### src/rtl/fetch_unit.sv
// fetch_unit: instruction-byte fetch stage in front of the control unit.
//   Owns the program counter and drives a synchronous (1-cycle latency)
//   program ROM. A small prefetch FIFO keeps the next byte ready on rom_data
//   so that the control unit can consume one byte per cycle.
//
// Ports
//   clk        in   clock, rising edge
//   rst        in   asynchronous active-high reset
//   rom_en     out  ROM read strobe (data returns next cycle)
//   rom_addr   out  ROM read address
//   rom_rdata  in   ROM read data, valid the cycle after rom_en
//   pc_inc     in   pop strobe from the control unit
//   jump_en    in   redirect request (single-cycle pulse)
//   jump_addr  in   redirect target
//   rom_data   out  FIFO head byte, 0 when empty
//   rom_valid  out  FIFO non-empty
//   pc         out  address of head byte (next expected address when empty)
//   underflow  out  sticky flag: pc_inc seen while rom_valid=0
module fetch_unit #(
  parameter int ADDR_W   = 8,
  parameter int DATA_W   = 8,
  parameter int DEPTH    = 2,
  parameter int RESET_PC = 0
) (
  input  logic              clk,
  input  logic              rst,
  output logic              rom_en,
  output logic [ADDR_W-1:0] rom_addr,
  input  logic [DATA_W-1:0] rom_rdata,
  input  logic              pc_inc,
  input  logic              jump_en,
  input  logic [ADDR_W-1:0] jump_addr,
  output logic [DATA_W-1:0] rom_data,
  output logic              rom_valid,
  output logic [ADDR_W-1:0] pc,
  output logic              underflow
);

  localparam int PTR_W = (DEPTH > 1) ? $clog2(DEPTH) : 1;
  localparam int CNT_W = $clog2(DEPTH + 1);
  localparam logic [ADDR_W-1:0] RST_PC = ADDR_W'(RESET_PC);

  logic [DATA_W-1:0] fifo_mem [DEPTH];

  logic [PTR_W-1:0]  rd_ptr_q, rd_ptr_d;
  logic [PTR_W-1:0]  wr_ptr_q, wr_ptr_d;
  logic [CNT_W-1:0]  count_q, count_d;
  logic              inflight_q, inflight_d;
  logic [ADDR_W-1:0] fetch_addr_q, fetch_addr_d;
  logic [ADDR_W-1:0] pc_q, pc_d;
  logic              underflow_q, underflow_d;

  logic              pop;
  logic              push;
  logic [CNT_W:0]    occupancy;

  function automatic logic [PTR_W-1:0] ptr_next(input logic [PTR_W-1:0] p);
    return (p == PTR_W'(DEPTH - 1)) ? '0 : p + PTR_W'(1);
  endfunction

  assign rom_valid = (count_q != '0);
  // A jump overrides any pop and kills the response landing this cycle.
  assign pop       = pc_inc & rom_valid & ~jump_en;
  assign push      = inflight_q & ~jump_en;

  // Slots committed after this cycle's pop; a pop frees a slot for an issue
  // in the same cycle, which is what sustains one byte per cycle.
  assign occupancy = (CNT_W + 1)'(count_q) + (CNT_W + 1)'(inflight_q)
                   - (CNT_W + 1)'(pop);

  assign rom_en   = ~rst & (jump_en | (occupancy < (CNT_W + 1)'(DEPTH)));
  // Jump target is bypassed straight to the ROM so it is fetched in the jump cycle.
  assign rom_addr = rst ? RST_PC : (jump_en ? jump_addr : fetch_addr_q);

  assign rom_data  = rom_valid ? fifo_mem[rd_ptr_q] : '0;
  assign pc        = pc_q;
  assign underflow = underflow_q;

  always_comb begin
    rd_ptr_d     = rd_ptr_q;
    wr_ptr_d     = wr_ptr_q;
    count_d      = count_q;
    inflight_d   = inflight_q;
    fetch_addr_d = fetch_addr_q;
    pc_d         = pc_q;
    underflow_d  = underflow_q;
    if (jump_en) begin
      rd_ptr_d     = '0;
      wr_ptr_d     = '0;
      count_d      = '0;
      inflight_d   = 1'b1;
      fetch_addr_d = jump_addr + ADDR_W'(1);
      pc_d         = jump_addr;
    end else begin
      inflight_d   = rom_en;
      fetch_addr_d = fetch_addr_q + ADDR_W'(rom_en);
      if (push) wr_ptr_d = ptr_next(wr_ptr_q);
      if (pop) begin
        rd_ptr_d = ptr_next(rd_ptr_q);
        pc_d     = pc_q + ADDR_W'(1);
      end
      count_d = count_q + CNT_W'(push) - CNT_W'(pop);
      if (pc_inc && !rom_valid) underflow_d = 1'b1;
    end
  end

  always_ff @(posedge clk or posedge rst) begin
    if (rst) begin
      rd_ptr_q     <= '0;
      wr_ptr_q     <= '0;
      count_q      <= '0;
      inflight_q   <= 1'b0;
      fetch_addr_q <= RST_PC;
      pc_q         <= RST_PC;
      underflow_q  <= 1'b0;
    end else begin
      rd_ptr_q     <= rd_ptr_d;
      wr_ptr_q     <= wr_ptr_d;
      count_q      <= count_d;
      inflight_q   <= inflight_d;
      fetch_addr_q <= fetch_addr_d;
      pc_q         <= pc_d;
      underflow_q  <= underflow_d;
    end
  end

  // Storage needs no reset: entries are only read while count_q says valid.
  always_ff @(posedge clk) begin
    if (push) fifo_mem[wr_ptr_q] <= rom_rdata;
  end

endmodule

### config.mk
export PLATFORM = sky130hd
export DESIGN_NAME = fetch_unit
export DESIGN_NICKNAME = d
export VERILOG_FILES = /design/src/rtl/fetch_unit.sv
export SDC_FILE = /design/constraint.sdc
export NUM_CORES = 1
export LEC_CHECK = 0
export ABC_AREA = 1
export BUFFER_PORTS_ARGS = -buffer_cell sky130_fd_sc_hd__clkbuf_2
export CORE_ASPECT_RATIO = 1.75
export CORE_MARGIN = 2
export CORE_UTILIZATION = 50
export CTS_CLUSTER_SIZE = 30
export DETAILED_ROUTE_END_ITERATION = 16
export PLACE_DENSITY = 0.81
export SYNTH_ARGS = -nofsm -noshare
export SYNTH_HDL_FRONTEND = slang
export SYNTH_SLANG_ARGS = --single-unit
### constraint.sdc
create_clock -name clk -period 2.8 [get_ports clk]
set_clock_uncertainty 0.1 [all_clocks]
set_input_delay 0.56 -clock clk [delete_from_list [all_inputs] [get_ports clk]]
set_output_delay 0.56 -clock clk [all_outputs]
set_load 0.01 [all_outputs]
Word-level counts from Yosys, hierarchy flattened
Memory sizes are Yosys's and may differ from the RTL's.
Index checks and enable logic that the tools add are counted.
{"block": "totals", "regBits": 22, "ram_bits": 16, "in_bits": 20, "out_inout_bits": 27, "elab_cells": 47, "memories": 1}
{"memory": "fifo_mem", "depth": 2, "width": 8, "read_ports": 1, "rd_clocked_by_memory_dff": 0, "write_ports": 1, "line_no": "43", "rtl": "logic [DATA_W-1:0] fifo_mem [DEPTH];"}
{"block": "op_classes", "n_addsub": 9, "n_lt_le_gt_ge": 1, "n_mux": 16, "n_bitwise": 7, "n_reduce_logical": 6}
{"cell": "2-to-1 mux 8 bit", "n": 6}
{"cell": "adder 8 x 1 -> 8 bit, second input constant", "n": 2}
{"cell": "2-to-1 mux 1 bit", "n": 9}
{"cell": "adder 8 x 1 -> 8 bit", "n": 1}
{"cell": "nonzero test 2 bit", "n": 3}
{"cell": "AND 1 bit", "n": 4}
{"cell": "adder 2 x 1 -> 3 bit", "n": 1}
{"cell": "< comparator 3 x 2 -> 1 bit, second input constant", "n": 1}
{"cell": "subtractor 3 x 1 -> 3 bit", "n": 1}
{"cell": "adder 1 bit, second input constant", "n": 2}
{"cell": "adder 2 x 1 -> 2 bit", "n": 1}
{"cell": "2-to-1 mux 2 bit", "n": 1}
{"cell": "inverter 1 bit", "n": 2}
{"cell": "AND reduction 2 bit", "n": 1}
{"cell": "subtractor 2 x 1 -> 2 bit", "n": 1}
{"cell": "logical AND 1 bit", "n": 1}
{"cell": "zero test 1 bit", "n": 1}
{"cell": "OR 1 bit", "n": 1}

Logic depth before layout (Yosys ltp)
Gate-level depths: netlist (run 1).
{"block": "depth", "depth_word": 9, "mapped_depth": 17, "ltp_nobuf": 16}

Worst setup path before layout (run 1)
OpenSTA, ideal clock, no wires.
{"block": "synth_path", "kind": "in2reg", "start": "in jump_en", "end": "reg fetch_addr_q[4]", "setup_ns": 0.123, "arrival_time_ns": 2.781, "t_required_ns": 2.577, "slack_ns": -0.204, "path_stages": 16, "n_path_buf": 1, "path_cell_list": "buf_6 clkinv_4 nand2_4 o21ai_0 o211ai_1 fa_1 xnor2_1 nand2_1 a21oi_1 ha_1 ha_1 nand3_1 nand2_1 inv_1 o21ai_0 nand2_1"}
{"block": "synth_via", "elab_chain_len": 8}
{"item": "start: declaration", "line_no": "31", "rtl": "input logic jump_en,"}
{"item": "inverter 1 bit (no line)"}
{"item": "AND 1 bit", "line_no": "63", "rtl": "assign pop = pc_inc & rom_valid & ~jump_en;"}
{"item": "subtractor 3 x 1 -> 3 bit", "line_no": "69", "rtl": "- (CNT_W + 1)'(pop);"}
{"item": "< comparator 3 x 2 -> 1 bit", "line_no": "71", "rtl": "assign rom_en = ~rst & (jump_en | (occupancy < (CNT_W + 1)'(DEPTH)));"}
{"item": "OR 1 bit *", "line_no": "71"}
{"item": "AND 1 bit *", "line_no": "71"}
{"item": "net rom_en", "line_no": "27", "rtl": "output logic rom_en,"}
{"item": "adder 8 x 1 -> 8 bit *", "line_no": "96", "rtl": "fetch_addr_d = fetch_addr_q + ADDR_W'(rom_en);"}
{"item": "2-to-1 mux 8 bit *", "line_no": "87", "rtl": "if (jump_en) begin"}
{"item": "net fetch_addr_d[4]", "line_no": "49", "rtl": "logic [ADDR_W-1:0] fetch_addr_q, fetch_addr_d;"}
{"item": "end signal: assignment", "line_no": "121", "rtl": "fetch_addr_q <= fetch_addr_d;"}
{"item": "end: declaration", "line_no": "49"}
The timed path passes the listed nets; every way through them passes the cells marked *.
A chain may end at the register's enable or synchronous reset.

Final worst setup path (run 1)
{"block": "layout_path", "start": "reg count_q[0]", "end": "out rom_en"}
{"block": "layout_via", "elab_chain_len": 7, "elab_cells_between_ends": 8, "cone_classes": "add/sub (2); order compare (1); bitwise (4); reduce/logical (1)"}
{"item": "start: declaration", "line_no": "47", "rtl": "logic [CNT_W-1:0] count_q, count_d;"}
{"item": "start signal: assignment", "line_no": "119", "rtl": "count_q <= count_d;"}
{"item": "nonzero test 2 bit", "line_no": "61", "rtl": "assign rom_valid = (count_q != '0);"}
{"item": "AND 1 bit (2 in series)", "line_no": "63"}
{"item": "subtractor 3 x 1 -> 3 bit *", "line_no": "69"}
{"item": "< comparator 3 x 2 -> 1 bit *", "line_no": "71"}
{"item": "OR 1 bit *", "line_no": "71"}
{"item": "AND 1 bit *", "line_no": "71"}
{"item": "end: declaration", "line_no": "27"}
Every way passes the cells marked *; elsewhere a longest branch is shown, timed or not.

==> results of run 1 <==
-- sequential cells by signal, summed over array words and instances (netlist names) --
register      cells
fifo_mem         16
fetch_addr_q      8
pc                8
count_q           2
inflight_q        1
rd_ptr_q          1
underflow         1
wr_ptr_q          1
-- stage by stage --
step / utilization [%] / instances / total power (W) / setup TNS (ps)
6_report: 65.21 / 381 / 0.002239 / 0
3_5_place_dp: 60.54 / 369 / 0.001607 / -67.42
3_3_place_gp: 60.54 / 369 / 0.001575 / 0
2_1_floorplan: - / 273 / 0.001323 / 0
5_1_grt: 65.21 / 381 / 0.002392 / -22.40
4_1_cts: 64.27 / 380 / 0.002182 / 0
-- layout make-up --
class | instances | area, um^2
Clock buffer | 5 | 68.82
Multi-Input combinational cell | 200 | 1049
Tap cell | 49 | 61.31
Sequential cell | 38 | 1031
Fill cell | 347 | 1444
Inverter | 29 | 113.9
Clock inverter | 3 | 63.81
Timing Repair Buffer | 57 | 319.1
-- worst max path at each step --
stage                                     end            startpoint  cells past startpoint  slack, ps
detailed placement  fetch_addr_q[6]$_DFF_PP0_               jump_en                     15        -40
CTS                                    rom_en  count_q[1]$_DFF_PP0_                      9         20
floorplan           fetch_addr_q[4]$_DFF_PP0_               jump_en                     15          7
global route                           rom_en  count_q[0]$_DFF_PP0_                     10        -20
finish                                 rom_en  count_q[0]$_DFF_PP0_                      9         70
global placement    fetch_addr_q[4]$_DFF_PP0_               jump_en                     15         40
-- layout by cell type (no fill, tap or decap), types with 2 or more instances in the layout --
cell type	n
clkbuf_8	5
o21bai_1	6
bufinv_16	2
inv_1	25
xnor2_1	2
or2_2	2
clkbuf_2	45
a21oi_1	19
nor2_1	19
o21ai_0	8
o21ai_1	2
buf_4	11
nand3_1	30
nand2_2	2
clkinv_1	2
dfrtp_1	22
nand2_1	92
nand2_4	3
edfxtp_1	16
inv_2	2
ha_1	3
ha_4	2
-- power breakdown --
group	leakage, nW	switching [W]	internal, W
Combinational	0.841	0.000512	0.000374
Sequential	0.414	0.000113	0.000697
Clock	0.0658	0.000190	0.000352
Total	1.32	0.000815	0.00142
-- routing by layer --
| layer | up-vias | GRT usage, % | share of wire, % |
|---|---|---|---|
| met5 | - | 0 | 0 |
| met4 | 0 | 12.61 | 2.9 |
| met3 | 13 | 4.605 | 4.0 |
| met2 | 50 | 42.68 | 58 |
| met1 | 928 | 21.00 | 35 |
| li1 | 999 | - | - |
-- Yosys cell counts (2+ instances only) --
library cell | number | area (um^2)
nand2_1 | 93 | 349.1
nand3_1 | 31 | 155.2
inv_1 | 26 | 97.59
dfrtp_1 | 22 | 550.5
a21oi_1 | 20 | 100.1
nor2_1 | 19 | 71.32
edfxtp_1 | 16 | 480.5
o21ai_0 | 10 | 50.05
o21bai_1 | 6 | 45.04
ha_1 | 5 | 62.56
buf_2 | 3 | 15.01
nand2_4 | 3 | 33.78
xnor2_1 | 3 | 26.28
or2_2 | 2 | 12.51
-- timing repair --
action                     CTS  global route
pin swaps                    2             7
setup endpoints to repair    1             4
resized for setup            0             7
buffers inserted             3             1
-- cells by family after synthesis --
group           count (synthesis)  share of synthesized area (%)
flops                          38                          47.27
fa+ha+maj                       6                          3.787
buf+inv                        35                          6.941
xor+xnor                        3                          1.205
simple gates                  152                          30.52
compound gates                 39                          10.27
==> impl_results.md, run 1 <==
- VDD IR-drop max: 0.5927 mV
- Initial antenna violation count: 0
- CTS tree: yes
- Cell Chain, Critical Path: nor2_4 -> nor2_8 -> nand2_4 -> inv_2 -> fa_2 -> nand2_2 -> a21oi_2 -> buf_4 -> buf_6
- Vias in the first global route: 2005
- Most frequently used flop master after synthesis: dfrtp_1
- Worst Tran Pin Value: 892.8 ps
- Power per Cell Area: 827.2 mW/mm^2
- Worst Setup End Kind: output port
- WL final: 5097 um
- Register bit total from synthesis: 38
- Reg2Reg Depth: 15
- Critical path class: reg2out
- Final RePlAce weighted congestion: 0.9036
- Final nets: 357
- RSZ-0062 raised after global routing: true
- Pre-CTS setup slack: -38.40 ps
- Min Tclk post-route: 2725 ps
- DPL Wire Length: 3878 um
- Destination of the worst hold path: fifo_mem[0][6]$_DFFE_PP_
- All-Layer GR Usage: 22.89%
- Core ar.: 0.004150 mm^2
- First-pass GRT wire length: 8335 um
- Largest net degree at the start of global routing: 26
- Family with the most delay on the worst path: adder cells
- Reg2reg end: fetch_addr_q[6]$_DFF_PP0_
- Hold Path Stages: 1
- Critical-path maximum fanout: 3
- Clock-pin slew on the worst setup and hold paths: 70 ps
- Avg Inst Size Synth: 7.988 um^2
- Crit path DAT: 2070 ps
- Skew-Pair Late Insertion Delay: 290 ps
- Slowest cell on crit path: fa_2
- Seq/Total Area, Yosys: 47.27%
- Count of final setup violators: 0
- Initial drt markers: 42
- Hold wc startpoint: rom_rdata[6]
- CTS Buffer Depth: 2
- Max-cap viol count: 0
- DRC Markers: 0
- Synth warnings: 0
- Grt total ovfl: 0
- Final Hold Vio Count: 0
- Die W: 53.93 um
- Post-synth EDFFs: 16
- Syn Nets: 299
- Slew HR: 40.42%
- Final worst-path setup slack: 74.55 ps
- Async set-or-reset flop fraction in the synthesized netlist: 57.89%
- WP buf/inv: 3
- Reg2reg setup slack: 210 ps
- CP peak stage delay: 560 ps
- Antenna viol nets, final: 0
- Antenna Diode Count: 0
- Die ar.: 0.004927 mm^2
- Hold slack final: 359.4 ps
- Cells after Synth: 273
- CTS buffer count: 5
- Post-route cell area: 0.002706 mm^2
- Drt pass-1 iters: 4
- Routed vias/inst: 5.223
- Netlist Area Pre-Place: 0.002181 mm^2
- CTS Hold Bufs: 0
- H-tree levels: 2
- Clock tree sinks: 38
- Final worst-path cycle share: 97.34%
- DP Area: 0.002512 mm^2
- Layout cells sized above 1: 25.30%
- Io pins: 47
- Vias: 1990
- Worst setup SP type: register
- Chip height: 91.37 um
- FF-to-FF Start: count_q[0]$_DFF_PP0_
- Leakage: 1.321 nW
- Row Count: 31
- Worst Hold Class: in2reg
- Buffers on Ports: 46
- Final number of max-transition violations: 0
- Count of different cell masters after synthesis: 28
- Routed len/inst: 13.38 um
- CP required: 2140 ps
- Area Growth Syn to Fin: 24.10%
- Initial Util: 52.55%
- Max frequency: 366.9 MHz
- Clock root buffer master: clkbuf_8
- Status: finished clean
No activity file was read; power rests on OpenSTA's default activity.
==> inputs of run 2 (changes only) <==
Settings changed: SETUP_SLACK_MARGIN set to 0.5.
==> run 2 against run 1 <==
First-iteration DRC count increased by 9.5%. Via count increased by 3.4%. Non-clock buffer count increased by 8. Register-to-register slack got worse by 120 ps. Combinational power increased by 6.3%. Utilization increased by 3.1 points. Critical path type is now reg2reg. Sequential power increased by 1%. Critical endpoint is now fetch_addr_q[4]$_DFF_PP0_. Power decreased by 4.8%. Highest routed layer unchanged. Die area unchanged. Routed wire length increased by 5.9%. Clock power decreased by 32%. Count of clock-buffer cells in the layout unchanged.
==> impl_results.md, run 2 (synthesis gave the netlist of run 1 again) <==
- Worst Hold Class: in2reg
- Most common cell after layout, fill and taps aside: nand2_1
- All-Layer GR Usage: 24.25% (+1.4 points)
- Status: finished clean
- Worst setup SP type: register
- Most frequent cells in the layout: nand2_1 (91), clkbuf_2 (44), nand3_1 (28)
- Switching share of power: 40.39% (+4.0 points)
- Skew-Pair Late Insertion Delay: 290 ps (about the same)
- Reg power frac: 38.5% (+2.3 points)
- RSZ-0062 raised after global routing: true
- Io pins: 47 (unchanged)
- Initial drt markers: 46 (+9.5%)
- Routed len/inst: 13.88 um (+3.7%)
- Buffers on Ports: 46 (unchanged)
- Worst Setup End Kind: register
- DPL Wire Length: 3999 um (+3.1%)
- CTS tree: yes
- WP buf/inv: 4 (+1)
- Vias in the first global route: 2023 (+0.90%)
- Crit. Startpoint: count_q[0]$_DFF_PP0_
- Antenna Diode Count: 0 (unchanged)
- Die W: 53.93 um (unchanged)
- Area Growth Syn to Fin: 29.95%
- Pre-CTS setup slack: -74.03 ps (-35.63 ps)
- Clk pwr share: 17.3% (-6.9 points)
- Power per Cell Area: 752.1 mW/mm^2 (-9.1%)
- Final worst-path setup slack: 93.40 ps (+18.85 ps)
- Reg2Reg Depth: 17 (+2)
- Initial Util: 52.55% (unchanged)
- Final Hold Vio Count: 0 (unchanged)
- Clock root buffer master: clkbuf_8
- Crit path DAT: 2770 ps (+700 ps)
- Slowest cell on crit path: dfrtp_2
- VDD IR-drop max: 0.4048 mV (-32%)
- Cell Chain, Critical Path: nor2_4 -> nor2_8 -> nand2_4 -> inv_4 -> fa_2 -> xnor2_2 -> nand2_2 -> a21oi_4 -> buf_6 -> buf_6 -> ha_4 -> ha_4 -> nand3_2 -> nand2_1 -> inv_1 -> o21ai_2 -> nand2_1
- Max-cap viol count: 0 (unchanged)
- Vias: 2058 (+3.4%)
- Reg2reg end: fetch_addr_q[4]$_DFF_PP0_
- CTS Hold Bufs: 0 (unchanged)
- Largest net degree at the start of global routing: 26 (unchanged)
- CTS buffer count: 5 (unchanged)
- Layout cells sized above 1: 30.29% (+5.0 points)
- Clock tree sinks: 38 (unchanged)
- Combinational share of power: 44.2% (+4.6 points)
- Final nets: 365 (+2.2%)
- Critical-path maximum fanout: 3 (unchanged)
- Max reg flops: 16 (unchanged)
- CP Capture Point: fetch_addr_q[4]$_DFF_PP0_
- Final RePlAce weighted congestion: 0.8894 (-1.6%)
- Total power: 0.002131 W (-4.8%)
- CP required: 2860 ps (+720 ps)
- Reg2reg setup slack: 90 ps (-120 ps)
- Die ar.: 0.004927 mm^2 (unchanged)
- CTS Buffer Depth: 2 (unchanged)
- Slew HR: 77.52% (+37 points)
- Family with the most delay on the worst path: simple AND/OR/NAND/NOR gates
- Critical path class: reg2reg
- Core ar.: 0.004150 mm^2 (unchanged)
- H-tree levels: 2 (unchanged)
- Switching power of the nets: 0.0008609 W (+5.6%)
- Min Tclk post-route: 2707 ps (-18.85 ps)
- Largest register by flop count: fifo_mem
- Grt total ovfl: 0 (unchanged)
- Final worst-path cycle share: 96.66% (-0.67 points)
- Initial antenna violation count: 0 (unchanged)
- Antenna viol nets, final: 0 (unchanged)
- DRC Markers: 0 (unchanged)
- Row Count: 31 (unchanged)
- Final number of max-transition violations: 0 (unchanged)
- Setup TNS: 0 ps (unchanged)
- WL final: 5399 um (+5.9%)
- Chip height: 91.37 um (unchanged)
- Worst Tran Pin Value: 337.2 ps (-555.6 ps)
- Int Pwr: 0.001270 W (-11%)
- Count of final setup violators: 0 (unchanged)
- Max frequency: 369.5 MHz (+0.70%)
- Clock-pin slew on the worst setup and hold paths: 80 ps (about the same)
- Drt pass-1 iters: 4 (unchanged)
- Leakage: 1.358 nW (+2.8%)
- First-pass GRT wire length: 8742 um (+4.9%)
- FF-to-FF Start: count_q[0]$_DFF_PP0_
- CP peak stage delay: 420 ps (-140 ps)
- Routed vias/inst: 5.290 (+1.3%)
- Critical path depth in cells: 17 (+8)
[run 2: final cells by class]
type,count,area (um^2)
clock buffer,5,68.82
clock inverter,3,16.27
fill,336,1316
inverter,29,127.6
multi-input combinational,200,1106
sequential,38,1032
tap,49,61.31
timing repair buffer,65,421.7
[run 2: how the worst min path moves through the flow]
stage | startpoint | endpoint | slack, ps | cells after the start
after floorplan | wr_ptr_q$_DFFE_PP0P_ | wr_ptr_q$_DFFE_PP0P_ | 380 | 1
after global placement | underflow$_DFFE_PP0P_ | underflow$_DFFE_PP0P_ | 370 | 1
after detailed placement | underflow$_DFFE_PP0P_ | underflow$_DFFE_PP0P_ | 390 | 1
after CTS | rom_rdata[1] | fifo_mem[0][1]$_DFFE_PP_ | 350 | 1
after global routing | rom_rdata[1] | fifo_mem[0][1]$_DFFE_PP_ | 350 | 1
final | rom_rdata[1] | fifo_mem[0][1]$_DFFE_PP_ | 360 | 1
[run 2: metrics by stage]
step	cells	util [%]	hold WS, ps	cell area (um^2)
floorplan	273	-	380.7	2263
global placement	371	62.07	368.2	2576
detailed placement	371	62.07	390.8	2576
CTS	388	67.53	354.2	2803
global route	389	68.28	351.8	2834
finish	389	68.28	356.3	2834
[run 2: timing repair]
item                                    in CTS  in global routing
endpoints found under the setup margin       8                 12
pin swaps                                   10                  7
buffers inserted                             9                  1
resized for setup                           13                  8
[run 2: routing by layer]
metal	global-route usage (%)	part of all wire, %	up-vias	routed length (um)
met3	4.605	4.4	12	238
li1	-	-	1018	-
met2	45.73	57	64	3096
met4	11.11	2.9	0	156
met1	22.99	35	964	1908
met5	0	0	-	0
[run 2: power by group through the flow]
stage,Sequential (W),Clock [W],Combinational (W)
CTS,0.000814,0.000372,0.000907
finish,0.000821,0.000368,0.000942
global route,0.000837,0.000400,0.00105
detailed placement,0.000824,0,0.000834
global placement,0.000817,0,0.000805
floorplan,0.000810,0,0.000558
==> inputs of run 3 (changes only) <==
==> constraint.sdc (replaced) <==
create_clock -name clk -period 2.8 [get_ports clk]
set_clock_uncertainty 0.1 [all_clocks]
set_input_delay 0.14 -clock clk [delete_from_list [all_inputs] [get_ports clk]]
set_output_delay 0.14 -clock clk [all_outputs]
set_load 0.01 [all_outputs]
==> run 3 against run 2 <==
Global-route usage is 0.11 points higher. Power is 5.6% higher. Cell area fell by 0.84%. Utilization decreased by 0.57 points. Register-to-register slack better by 240 ps. Sequential cell count unchanged. Critical path type unchanged. Critical endpoint is now fetch_addr_q[5]$_DFF_PP0_. Largest cell class unchanged. Largest power group unchanged. Highest routed layer unchanged.
==> impl_results.md, run 3 (synthesis gave the netlist of run 1 again) <==
- Worst Tran Pin Value: 879.1 ps (+542.0 ps)
- Critical-path maximum fanout: 3 (unchanged)
- Chip height: 91.37 um (unchanged)
- Area Growth Syn to Fin: 28.86%
- Hold wc startpoint: jump_addr[4]
- Final number of max-transition violations: 0 (unchanged)
- CTS tree: yes
- Worst setup SP type: register
- Skew-Pair Late Insertion Delay: 290 ps (about the same)
- Setup TNS: 0 ps (unchanged)
- Grt total ovfl: 0 (unchanged)
- Final Util: 67.71% (-0.57 points)
- Die W: 53.93 um (unchanged)
- Die ar.: 0.004927 mm^2 (unchanged)
- Reg2Reg Depth: 13 (-4)
- Status: finished clean
- Clock tree sinks: 38 (unchanged)
- Io pins: 47 (unchanged)
- Fillers: 359 (+6.8%)
- Hold Path Stages: 3 (+2)
- VDD IR-drop max: 0.4631 mV (+14%)
- Reg area: 0.001032 mm^2 (unchanged)
- Final Hold Vio Count: 0 (unchanged)
- Count of final setup violators: 0 (unchanged)
- Worst Hold Class: in2reg
- Row Count: 31 (unchanged)
- First-pass GRT wire length: 8721 um (-0.24%)
- Most frequent cells in the layout: nand2_1 (91), clkbuf_2 (45), nand3_1 (28)
- Initial antenna violation count: 0 (unchanged)
- Vias in the first global route: 2009 (-0.69%)
- Crit path DAT: 2560 ps (-210 ps)
- Pre-CTS setup slack: 72.20 ps (+146.2 ps)
- Slew HR: 41.33% (-36 points)
- WL final: 5234 um (-3.1%)
- Reg2reg end: fetch_addr_q[5]$_DFF_PP0_
- Final worst-path setup slack: 331.6 ps (+238.2 ps)
- Drt pass-1 iters: 4 (unchanged)
- Worst Setup End Kind: register
- Slowest cell on crit path: fa_2
- Reg2reg setup slack: 330 ps (+240 ps)
- Destination of the worst hold path: pc[4]$_DFFE_PP0P_
- Power per Cell Area: 800.6 mW/mm^2 (+6.5%)
- Leakage: 1.352 nW (-0.47%)
- CTS Buffer Depth: 2 (unchanged)
- DPL Wire Length: 3874 um (-3.1%)
- Final RePlAce weighted congestion: 0.8657 (-2.7%)
- Layout cells sized above 1: 25.96% (-4.3 points)
- Cell Chain, Critical Path: nor2_4 -> o21ai_2 -> o211ai_1 -> fa_2 -> nand2_2 -> a21oi_4 -> ha_4 -> buf_4 -> nand3_2 -> nor2_1 -> nand2_1 -> nand3_1 -> nand2_1
- Placed cell count: 364 (-1.9%)
- Critical path's most frequent cell: nand2_1
- Largest net degree at the start of global routing: 26 (unchanged)
- DRC Markers: 0 (unchanged)
- Most common cell after layout, fill and taps aside: nand2_1
- H-tree levels: 2 (unchanged)
- Initial drt markers: 36 (-22%)
- Final nets: 364 (-0.27%)
- Routed len/inst: 13.49 um (-2.8%)
- All-Layer GR Usage: 24.36% (+0.11 points)
- Routed vias/inst: 5.209 (-1.5%)
- Max reg flops: 16 (unchanged)
- Antenna Diode Count: 0 (unchanged)
- Critical path class: reg2reg
- Max frequency: 405.1 MHz (+9.6%)
- Clock-pin slew on the worst setup and hold paths: 80 ps (about the same)
- RSZ-0062 raised after global routing: true
- Final worst-path cycle share: 88.16% (-8.5 points)
- FF-to-FF Start: count_q[0]$_DFF_PP0_
- Clock root buffer master: clkbuf_8
- Area of the multi-input gates: 0.001076 mm^2 (-2.7%)
- Max-cap viol count: 0 (unchanged)
- Min Tclk post-route: 2468 ps (-238.2 ps)
- Initial Util: 52.55% (unchanged)
- Buffers on Ports: 46 (unchanged)
- CP peak stage delay: 550 ps (+130 ps)
- Antenna viol nets, final: 0 (unchanged)
- CTS buffer count: 5 (unchanged)
- CP required: 2890 ps (+30 ps)
- Largest register by flop count: fifo_mem
- Total power: 0.002250 W (+5.6%)
- Core ar.: 0.004150 mm^2 (unchanged)
- Finished Layout Cells: 388 (-0.26%)
- Vias: 2021 (-1.8%)
run 3: layout make-up:
type,instances,area share [%]
multi-input cells,200,38.29
flip-flops and latches,38,36.73
repair buffers,64,14.02
inverters,29,4.052
clock buffers,5,2.449
clock inverters,3,2.271
well taps,49,2.182
run 3: worst max-delay path, delay by kind of cell, from the launching register on:
| family | cells | cell delay [ps] |
|---|---|---|
| compound gates | 3 | 440 |
| flops | 1 | 420 |
| fa+ha+maj | 2 | 720 |
| buf+inv | 1 | 110 |
| simple gates | 7 | 570 |
run 3: worst max path at each step:
| stage | from | endpoint | slack [ps] | depth (start not counted) |
|---|---|---|---|---|
| floorplan | count_q[1]$_DFF_PP0_ | fetch_addr_q[4]$_DFF_PP0_ | 250 | 14 |
| global placement | count_q[1]$_DFF_PP0_ | fetch_addr_q[4]$_DFF_PP0_ | 180 | 14 |
| detailed placement | count_q[1]$_DFF_PP0_ | fetch_addr_q[6]$_DFF_PP0_ | 70 | 15 |
| CTS | count_q[0]$_DFF_PP0_ | fetch_addr_q[6]$_DFF_PP0_ | 330 | 15 |
| global route | count_q[0]$_DFF_PP0_ | fetch_addr_q[6]$_DFF_PP0_ | 170 | 14 |
| finish | count_q[0]$_DFF_PP0_ | fetch_addr_q[5]$_DFF_PP0_ | 330 | 13 |
run 3: what timing repair did:
item / in CTS / in global routing
pin swaps: 4 / 3
setup endpoints to repair: 9 / 8
resized for setup: 6 / 1
hold buffers: 8 / 0
buffers inserted: 7 / 1
hold endpoints to repair: 16 / 0
run 3: per-layer routing:
layer / global-route usage, % / vias up / wire length, um
met2: 44.51 / 67 / 2925
met3: 3.947 / 14 / 276
met5: 0 / - / 0
li1: - / 1019 / -
met4: 13.25 / 0 / 180
met1: 24.02 / 921 / 1851
run 3: stage by stage:
stage          hold slack, ps  area (um^2)
2_1_floorplan           138.9         2241
3_3_place_gp            229.6         2510
3_5_place_dp            235.8         2510
4_1_cts                 31.80         2800
5_1_grt                 43.66         2810
6_report                58.86         2810
run 3: where the power goes:
part	total, W	switching [W]	leakage, nW	internal (W)
clock network	0.000553	0.000200	0.0658	0.000353
registers	0.000811	0.000113	0.412	0.000698
logic	0.000886	0.000520	0.874	0.000366
total	0.00225	0.000833	1.35	0.00142
